## config.mk

```make
export PLATFORM = sky130hd
export DESIGN_NAME = uart_transmitter_flat
export DESIGN_NICKNAME = d
export VERILOG_FILES = /design/src/rtl/uart_transmitter_if.sv /design/src/rtl/uart_transmitter.sv /design/src/flat_wrapper.sv
export SDC_FILE = /design/constraint.sdc
export NUM_CORES = 1
export LEC_CHECK = 0
export CAP_MARGIN = 10
export CORE_AREA = 2 2 66 68
export DETAILED_ROUTE_END_ITERATION = 12
export DIE_AREA = 0 0 68 70
export DONT_BUFFER_PORTS = 1
export GPL_ROUTABILITY_DRIVEN = 0
export PLACE_DENSITY = 0.8
export SYNTH_ARGS = -nofsm -noshare
export SYNTH_HDL_FRONTEND = slang
export SYNTH_SLANG_ARGS = --single-unit
```

## constraint.sdc

```tcl
create_clock -name clk -period 6.1 [get_ports clk]
set_clock_uncertainty 0.05 [all_clocks]
set_input_delay 0.61 -clock clk [delete_from_list [all_inputs] [get_ports clk]]
set_output_delay 0.61 -clock clk [all_outputs]
set_load 0.05 [all_outputs]
```

## src/rtl/uart_transmitter_if.sv

```systemverilog
// Byte push port between the local producer and the UART transmitter.
interface uart_transmitter_if;
    logic [7:0] data;
    logic       send;
    logic       ready;

    modport master (output data, output send, input ready);
    modport slave  (input data, input send, output ready);
endinterface

```

## src/rtl/uart_transmitter.sv

```systemverilog
// UART transmitter: FIFO-buffered bytes serialised as start, 8 data LSB-first,
// optional even parity (UART_TX_PARITY_EN), stop; one bit per clk cycle.
module uart_transmitter #(
    parameter int DEPTH    = 4,
    parameter int IDLE_GAP = 0
) (
    input  logic                     clk,
    input  logic                     reset,
    uart_transmitter_if.slave        bus,
    output logic                     tx,
    output logic                     busy,
    output logic [$clog2(DEPTH):0]   level
);
    localparam int PW = $clog2(DEPTH);
    localparam int LW = PW + 1;

    localparam logic [2:0] S_IDLE   = 3'd0;
    localparam logic [2:0] S_START  = 3'd1;
    localparam logic [2:0] S_DATA   = 3'd2;
`ifdef UART_TX_PARITY_EN
    localparam logic [2:0] S_PARITY = 3'd3;
`endif
    localparam logic [2:0] S_STOP   = 3'd4;
    localparam logic [2:0] S_GAP    = 3'd5;

    logic [7:0]    mem [DEPTH];
    logic [PW-1:0] wr_ptr, rd_ptr;
    logic [7:0]    head;
    logic [2:0]    state;
    logic [7:0]    shift;
    logic [2:0]    idx;
    logic [3:0]    gap_cnt;
    logic          push, pop, gap_last;
`ifdef UART_TX_PARITY_EN
    logic          par;
`endif

    assign head      = mem[rd_ptr];
    assign bus.ready = (level != LW'(DEPTH));
    assign push      = bus.send && bus.ready;
    assign gap_last  = (gap_cnt == 4'(IDLE_GAP - 1));
    assign busy      = (state != S_IDLE) || (level != '0);

    // Pop points: IDLE, STOP when frames run back-to-back, and the last GAP
    // cycle so that exactly IDLE_GAP idle bits separate consecutive frames.
    always_comb begin
        pop = 1'b0;
        if (level != '0) begin
            case (state)
                S_IDLE:  pop = 1'b1;
                S_STOP:  pop = (IDLE_GAP == 0);
                S_GAP:   pop = gap_last;
                default: pop = 1'b0;
            endcase
        end
    end

    always_ff @(posedge clk) begin
        if (push && !reset)
            mem[wr_ptr] <= bus.data;
    end

    always_ff @(posedge clk) begin
        if (reset) begin
            wr_ptr <= '0;
            rd_ptr <= '0;
            level  <= '0;
        end else begin
            if (push) wr_ptr <= wr_ptr + 1'b1;
            if (pop)  rd_ptr <= rd_ptr + 1'b1;
            level <= level + LW'(push) - LW'(pop);
        end
    end

    // tx is registered with the bit of the state being entered, so the start
    // bit appears on the edge right after the pop.
    always_ff @(posedge clk) begin
        if (reset) begin
            state   <= S_IDLE;
            tx      <= 1'b1;
            shift   <= '0;
            idx     <= '0;
            gap_cnt <= '0;
`ifdef UART_TX_PARITY_EN
            par     <= 1'b0;
`endif
        end else begin
            case (state)
                S_IDLE: tx <= 1'b1;
                S_START: begin
                    tx    <= shift[0];
                    shift <= shift >> 1;
                    idx   <= '0;
                    state <= S_DATA;
                end
                S_DATA: begin
                    if (idx == 3'd7) begin
`ifdef UART_TX_PARITY_EN
                        tx    <= par;
                        state <= S_PARITY;
`else
                        tx    <= 1'b1;
                        state <= S_STOP;
`endif
                    end else begin
                        tx    <= shift[0];
                        shift <= shift >> 1;
                        idx   <= idx + 3'd1;
                    end
                end
`ifdef UART_TX_PARITY_EN
                S_PARITY: begin
                    tx    <= 1'b1;
                    state <= S_STOP;
                end
`endif
                S_STOP: begin
                    tx      <= 1'b1;
                    gap_cnt <= '0;
                    state   <= (IDLE_GAP > 0) ? S_GAP : S_IDLE;
                end
                S_GAP: begin
                    tx      <= 1'b1;
                    gap_cnt <= gap_cnt + 4'd1;
                    if (gap_last) state <= S_IDLE;
                end
                default: begin
                    tx    <= 1'b1;
                    state <= S_IDLE;
                end
            endcase
            // A pop overrides whatever the state case chose.
            if (pop) begin
                shift <= head;
`ifdef UART_TX_PARITY_EN
                par   <= ^head;
`endif
                tx    <= 1'b0;
                state <= S_START;
            end
        end
    end
endmodule

```

## src/flat_wrapper.sv

```systemverilog
// flat-port wrapper written by rule: the top's interface ports become plain ports
module uart_transmitter_flat 
#(
    parameter int DEPTH    = 4,
    parameter int IDLE_GAP = 0
)
  (clk, reset, tx, busy, level, bus_data, bus_send, bus_ready);
  uart_transmitter_if bus_i ();
  input  logic clk;
  input  logic reset;
  output logic tx;
  output logic busy;
  output logic [$clog2(DEPTH):0] level;
  input wire logic [$bits(bus_i.data)-1:0] bus_data;
  input wire logic [$bits(bus_i.send)-1:0] bus_send;
  output wire logic [$bits(bus_i.ready)-1:0] bus_ready;
  assign bus_i.data = bus_data;
  assign bus_i.send = bus_send;
  assign bus_ready = bus_i.ready;
  uart_transmitter #(.DEPTH(DEPTH), .IDLE_GAP(IDLE_GAP)) u_core (.clk(clk), .reset(reset), .bus(bus_i), .tx(tx), .busy(busy), .level(level));
endmodule
```

# Word-level counts from Yosys, hierarchy flattened
# Memory sizes are Yosys's and may differ from the RTL's. A register that Yosys moved wholly into a read port is not among the register bits.
# Index checks and enable logic that the tools add are counted.
[op_classes]
mux = 19
addsub = 6
magnitude_cmp = 0
shift = 0
bitwise_logic = 1
reduce_logical = 16
multipliers = 0
eq_ne = 14
n_div = 0
[ops]
columns = ["operator", "count"]
rows = [
  ["2-to-1 mux 8 bit", 2],
  ["case mux 8 bit (2 select lines)", 1],
  ["case mux 3 bit (4 select lines)", 1],
  ["== test 3 bit, second input constant", 3],
  ["2-to-1 mux 3 bit", 3],
  ["nonzero test 3 bit", 3],
  ["case mux 4 bit (2 select lines)", 1],
  ["2-to-1 mux 1 bit", 6],
  ["!= test 2 x 1 -> 1 bit, second input constant", 3],
  ["!= test 3 x 1 -> 1 bit, second input constant", 2],
  ["case mux 3 bit (2 select lines)", 1],
  ["AND reduction 3 bit", 2],
  ["adder 2 x 1 -> 2 bit, second input constant", 2],
  ["adder 4 x 1 -> 4 bit, second input constant", 1],
  ["== test 4 bit, second input constant", 1],
  ["2-to-1 mux 2 bit", 2],
  ["case mux 1 bit (2 select lines)", 2],
  ["AND reduction 2 bit", 2],
  ["nonzero test 2 bit", 2],
  ["OR reduction 2 bit", 2],
  ["adder 3 x 1 -> 3 bit", 1],
  ["adder 3 x 1 -> 3 bit, second input constant", 1],
  ["== test 3 x 1 -> 1 bit, second input constant", 1],
  ["== test 3 x 2 -> 1 bit, second input constant", 1],
  ["other kinds (9)", 10],
]
[totals]
n_memories = 1
reg_bits = 26
ramBits = 32
latch_bits = 0
out_inout_bits = 6
rom_bits = 0
elab_cells = 66
input_bits = 11
[mem_list]
columns = ["memory", "depth", "word_bits", "read_ports", "rd_clocked_by_memory_dff", "write_ports", "line_no", "rtl"]
rows = [
  ["u_core.mem", 4, 8, 1, 1, 1, "uart_transmitter.sv:26", "logic [7:0] mem [DEPTH];"],
]

# Depth between registers and ports, before layout
[logic_depth]
ltp_word = 6
mapped_depth = 10
mapped_depth_nobuf = 10

# Least setup slack after synthesis
# No wires, ideal clock.
[synth_timing]
path_kind = "flip-flop to flip-flop"
startpoint = "register u_core.level[2]"
endpoint = "register u_core.level[2]"
path_stages_with_launch = 9
path_slack_ns = 3.432
arrival_time_ns = 2.490
cell_sequence = "dfxtp_1 > or3b_2 > nand2_1 > inv_1 > ha_1 > fa_1 > xnor2_1 > xnor2_1 > nor2_1"
[synth_via]
elab_chain_len = 4
[synth_lines]
columns = ["element", "line_no", "rtl"]
rows = [
  ["start, declared", "uart_transmitter.sv:12", "output logic [$clog2(DEPTH):0] level"],
  ["start signal, assigned", "uart_transmitter.sv:71", "level <= level + LW'(push) - LW'(pop);"],
  ["!= test 3 bit", "uart_transmitter.sv:39", "assign bus.ready = (level != LW'(DEPTH));"],
  ["via bus_ready", "flat_wrapper.sv:16", "output wire logic [$bits(bus_i.ready)-1:0] bus_ready;"],
  ["logical AND 1 bit", "uart_transmitter.sv:40", "assign push = bus.send && bus.ready;"],
  ["adder 3 x 1 -> 3 bit", "uart_transmitter.sv:71", ""],
  ["subtractor 3 x 1 -> 3 bit", "uart_transmitter.sv:71", ""],
]
# The timed path passes the listed nets, and every way through them passes these cells.
# A chain may end at the register's enable or synchronous reset.

# Worst setup path in the final report
# Same ends and word-level chain as after synthesis.

==> results.json <==
{
  "status": "completed",
  "synthCells": 212,
  "die-area_mm2": 0.00476,
  "fmax_ghz": 0.358,
  "antenna_found_initial": 0,
  "rows": 24,
  "hold_ws_ns": 0.276,
  "synth.avg_cell_area_um2": 12.2,
  "powerDensity_mw_per_mm2": 488,
  "yosysWarnings": 0,
  "p_leak_nw": 0.981,
  "hp-class": "in -> reg",
  "post-dp-hpwl_um": 3130,
  "die_x_um": 68,
  "end_kind": "flip-flop",
  "tightest_slew_ns": 0.689,
  "wl_per_cell_um": 16.8,
  "port_buffers": 0,
  "core_area_mm2": 0.00414,
  "cts.sinks": 60,
  "area_delta_synth_final_pct": 7.86,
  "cap_violations": 0,
  "drc": 0,
  "critPathKind": "reg -> reg",
  "finalNetCount": 232,
  "grt_setup_unrepaired": "no",
  "fp.dieH_um": 70,
  "path_clk_slew_ns": 0.07,
  "finalHoldViolCount": 0,
  "period_minus_slack_ns": 2.80,
  "grt_pass1_vias": 1630,
  "crit_required_ns": 6.29,
  "place_area_mm2": 0.00261,
  "drtIter0Drc": 124,
  "place_inst": 253,
  "cts-root-buf": "clkbuf_8",
  "synth-seq-cells": 60,
  "crit_path_max_fanout": 4,
  "drive_gt1_frac": 0.134,
  "cts_resized": 0,
  "place_ws_ns": 3.30,
  "ir_drop_mv": 0.259,
  "slew_viol_final": 0,
  "overflow": 0,
  "hold_depth": 1,
  "yosysSeqAreaShare": 0.586,
  "clock_path_buffers": 2,
  "final_core_util": 0.676,
  "num_vias": 1592,
  "relSlewSlack": 0.540,
  "fin_setup_tns_ns": 0,
  "clock_latency_ns": 0.34,
  "stdcell_area_mm2": 0.00280,
  "postCtsSetupBuffers": 0,
  "reg2reg_depth": 8,
  "rrSetupSlack_ns": 3.30,
  "viasPerCell": 5.92,
  "cp.arrival_ns": 2.99,
  "setup_viol": 0,
  "n_antenna_cell": 0,
  "cp-start-kind": "flip-flop",
  "ioPinCount": 17,
  "ant_nets": 0,
  "syn_area_mm2": 0.00260,
  "grt_pass1_wl_um": 7720,
  "cts_tree": "done",
  "initial_core_util": 0.627,
  "setup_ws_ns": 3.30,
  "cts_buffers": 9,
  "grt_max_degree": 29,
  "hold_buffers": 0,
  "fin_crit_sh": 0.458,
  "grt_usage": 0.227,
  "htreeDepth": 3,
  "synth_cell_types": 39,
  "stdcell_count": 269,
  "routed_wl_um": 4520,
  "drt_first_pass_iters": 4,
  "synth_nets": 232,
  "finalPower_mw": 1.37
}
## per-layer routing
layer,part of all wire,global-route usage,up-vias,wire length (µm)
li1,-,-,781,-
met1,0.45,0.295,772,2030
met2,0.49,0.342,33,2220
met3,0.045,0.0757,6,205
met4,0.015,0.107,0,68
met5,0,0,-,0
## synthesized netlist by cell type, drive strengths merged
cell | n | share of area
a211o | 1 | 0.0034
a211oi | 1 | 0.0048
a21oi | 15 | 0.029
a22oi | 2 | 0.0058
a311oi | 1 | 0.0034
a31oi | 1 | 0.0024
and2 | 5 | 0.013
buf | 5 | 0.012
clkbuf | 6 | 0.0087
dfxtp | 28 | 0.22
edfxtp | 32 | 0.37
fa | 1 | 0.0077
ha | 8 | 0.039
inv | 9 | 0.013
mux2i | 3 | 0.012
mux4 | 8 | 0.069
nand2 | 16 | 0.023
nand2b | 3 | 0.0072
nand3 | 5 | 0.0096
nand3b | 2 | 0.0058
nand4 | 1 | 0.0048
nand4b | 1 | 0.0034
nor2 | 14 | 0.020
nor2b | 4 | 0.0096
nor3 | 5 | 0.012
o2111ai | 4 | 0.013
o21a | 1 | 0.0029
o21ai | 6 | 0.012
o21bai | 4 | 0.012
o22a | 4 | 0.013
o22ai | 3 | 0.0072
or2b | 1 | 0.0029
or3 | 7 | 0.017
or3b | 1 | 0.0034
xnor2 | 4 | 0.013
## logic make-up after synthesis
| group | after synthesis | synth area share |
|---|---|---|
| multiplexers | 11 | 0.0810 |
| buffers and inverters | 20 | 0.0332 |
| AO/OA/AOI/OAI | 43 | 0.109 |
| adder cells (fa/ha/maj) | 9 | 0.0463 |
| flip-flops | 60 | 0.586 |
| XOR/XNOR | 4 | 0.0135 |
| AND/OR/NAND/NOR | 65 | 0.131 |
## power breakdown
group,total [mW],leakage (nW),switching (mW),internal [mW]
clock network,0.348,0.0910,0.162,0.186
registers,0.607,0.520,0.115,0.492
logic,0.411,0.370,0.226,0.185
total,1.37,0.981,0.503,0.863
## placed cells by master, fill, tap and decap left out, types with 5 or more instances in the layout
| master | netlist | routed |
|---|---|---|
| a21oi_1 | 15 | 15 |
| clkbuf_8 | 0 | 9 |
| dfxtp_1 | 28 | 28 |
| edfxtp_1 | 32 | 32 |
| ha_1 | 8 | 8 |
| inv_1 | 9 | 9 |
| mux4_2 | 8 | 8 |
| nand2_1 | 16 | 16 |
| nand3_1 | 5 | 5 |
| nor2_1 | 14 | 14 |
| o21ai_0 | 6 | 6 |
| or3_1 | 7 | 7 |
## registers in the layout, summed over array words and instances (netlist names), named ones only
signal,cells
u_core.mem,32
u_core.shift,8
u_core.gap_cnt,4
u_core.idx,3
u_core.level,3
u_core.state,3
u_core.rd_ptr,2
u_core.wr_ptr,2
u_core.tx,1
## layout make-up
cell class | count | area [µm²]
clock buffer | 9 | 124
clock inverter | 7 | 67.6
fill | 285 | 1340
inverter | 9 | 33.8
multi-input combinational | 132 | 988
sequential | 60 | 1520
tap | 52 | 65.1
## worst paths after layout
kind                                       start                             end
hold / removal                             reset  u_core.gap_cnt[2]$_SDFFE_PP0P_
hold reg to reg   u_core.gap_cnt[1]$_SDFFE_PP0P_  u_core.gap_cnt[1]$_SDFFE_PP0P_
setup / recovery      u_core.level[2]$_SDFF_PP0_      u_core.level[2]$_SDFF_PP0_
setup reg to reg      u_core.level[2]$_SDFF_PP0_      u_core.level[2]$_SDFF_PP0_
## critical path: stages (launching register included)
cell and delay, ns:
dfxtp_1 0.72, or3b_2 0.68, nand2_1 0.21, inv_1 0.06, ha_1 0.20, fa_1 0.39, xnor2_1 0.19, xnor2_1 0.14
nor2_1 0.05
Power figures use the tool's default switching activity.
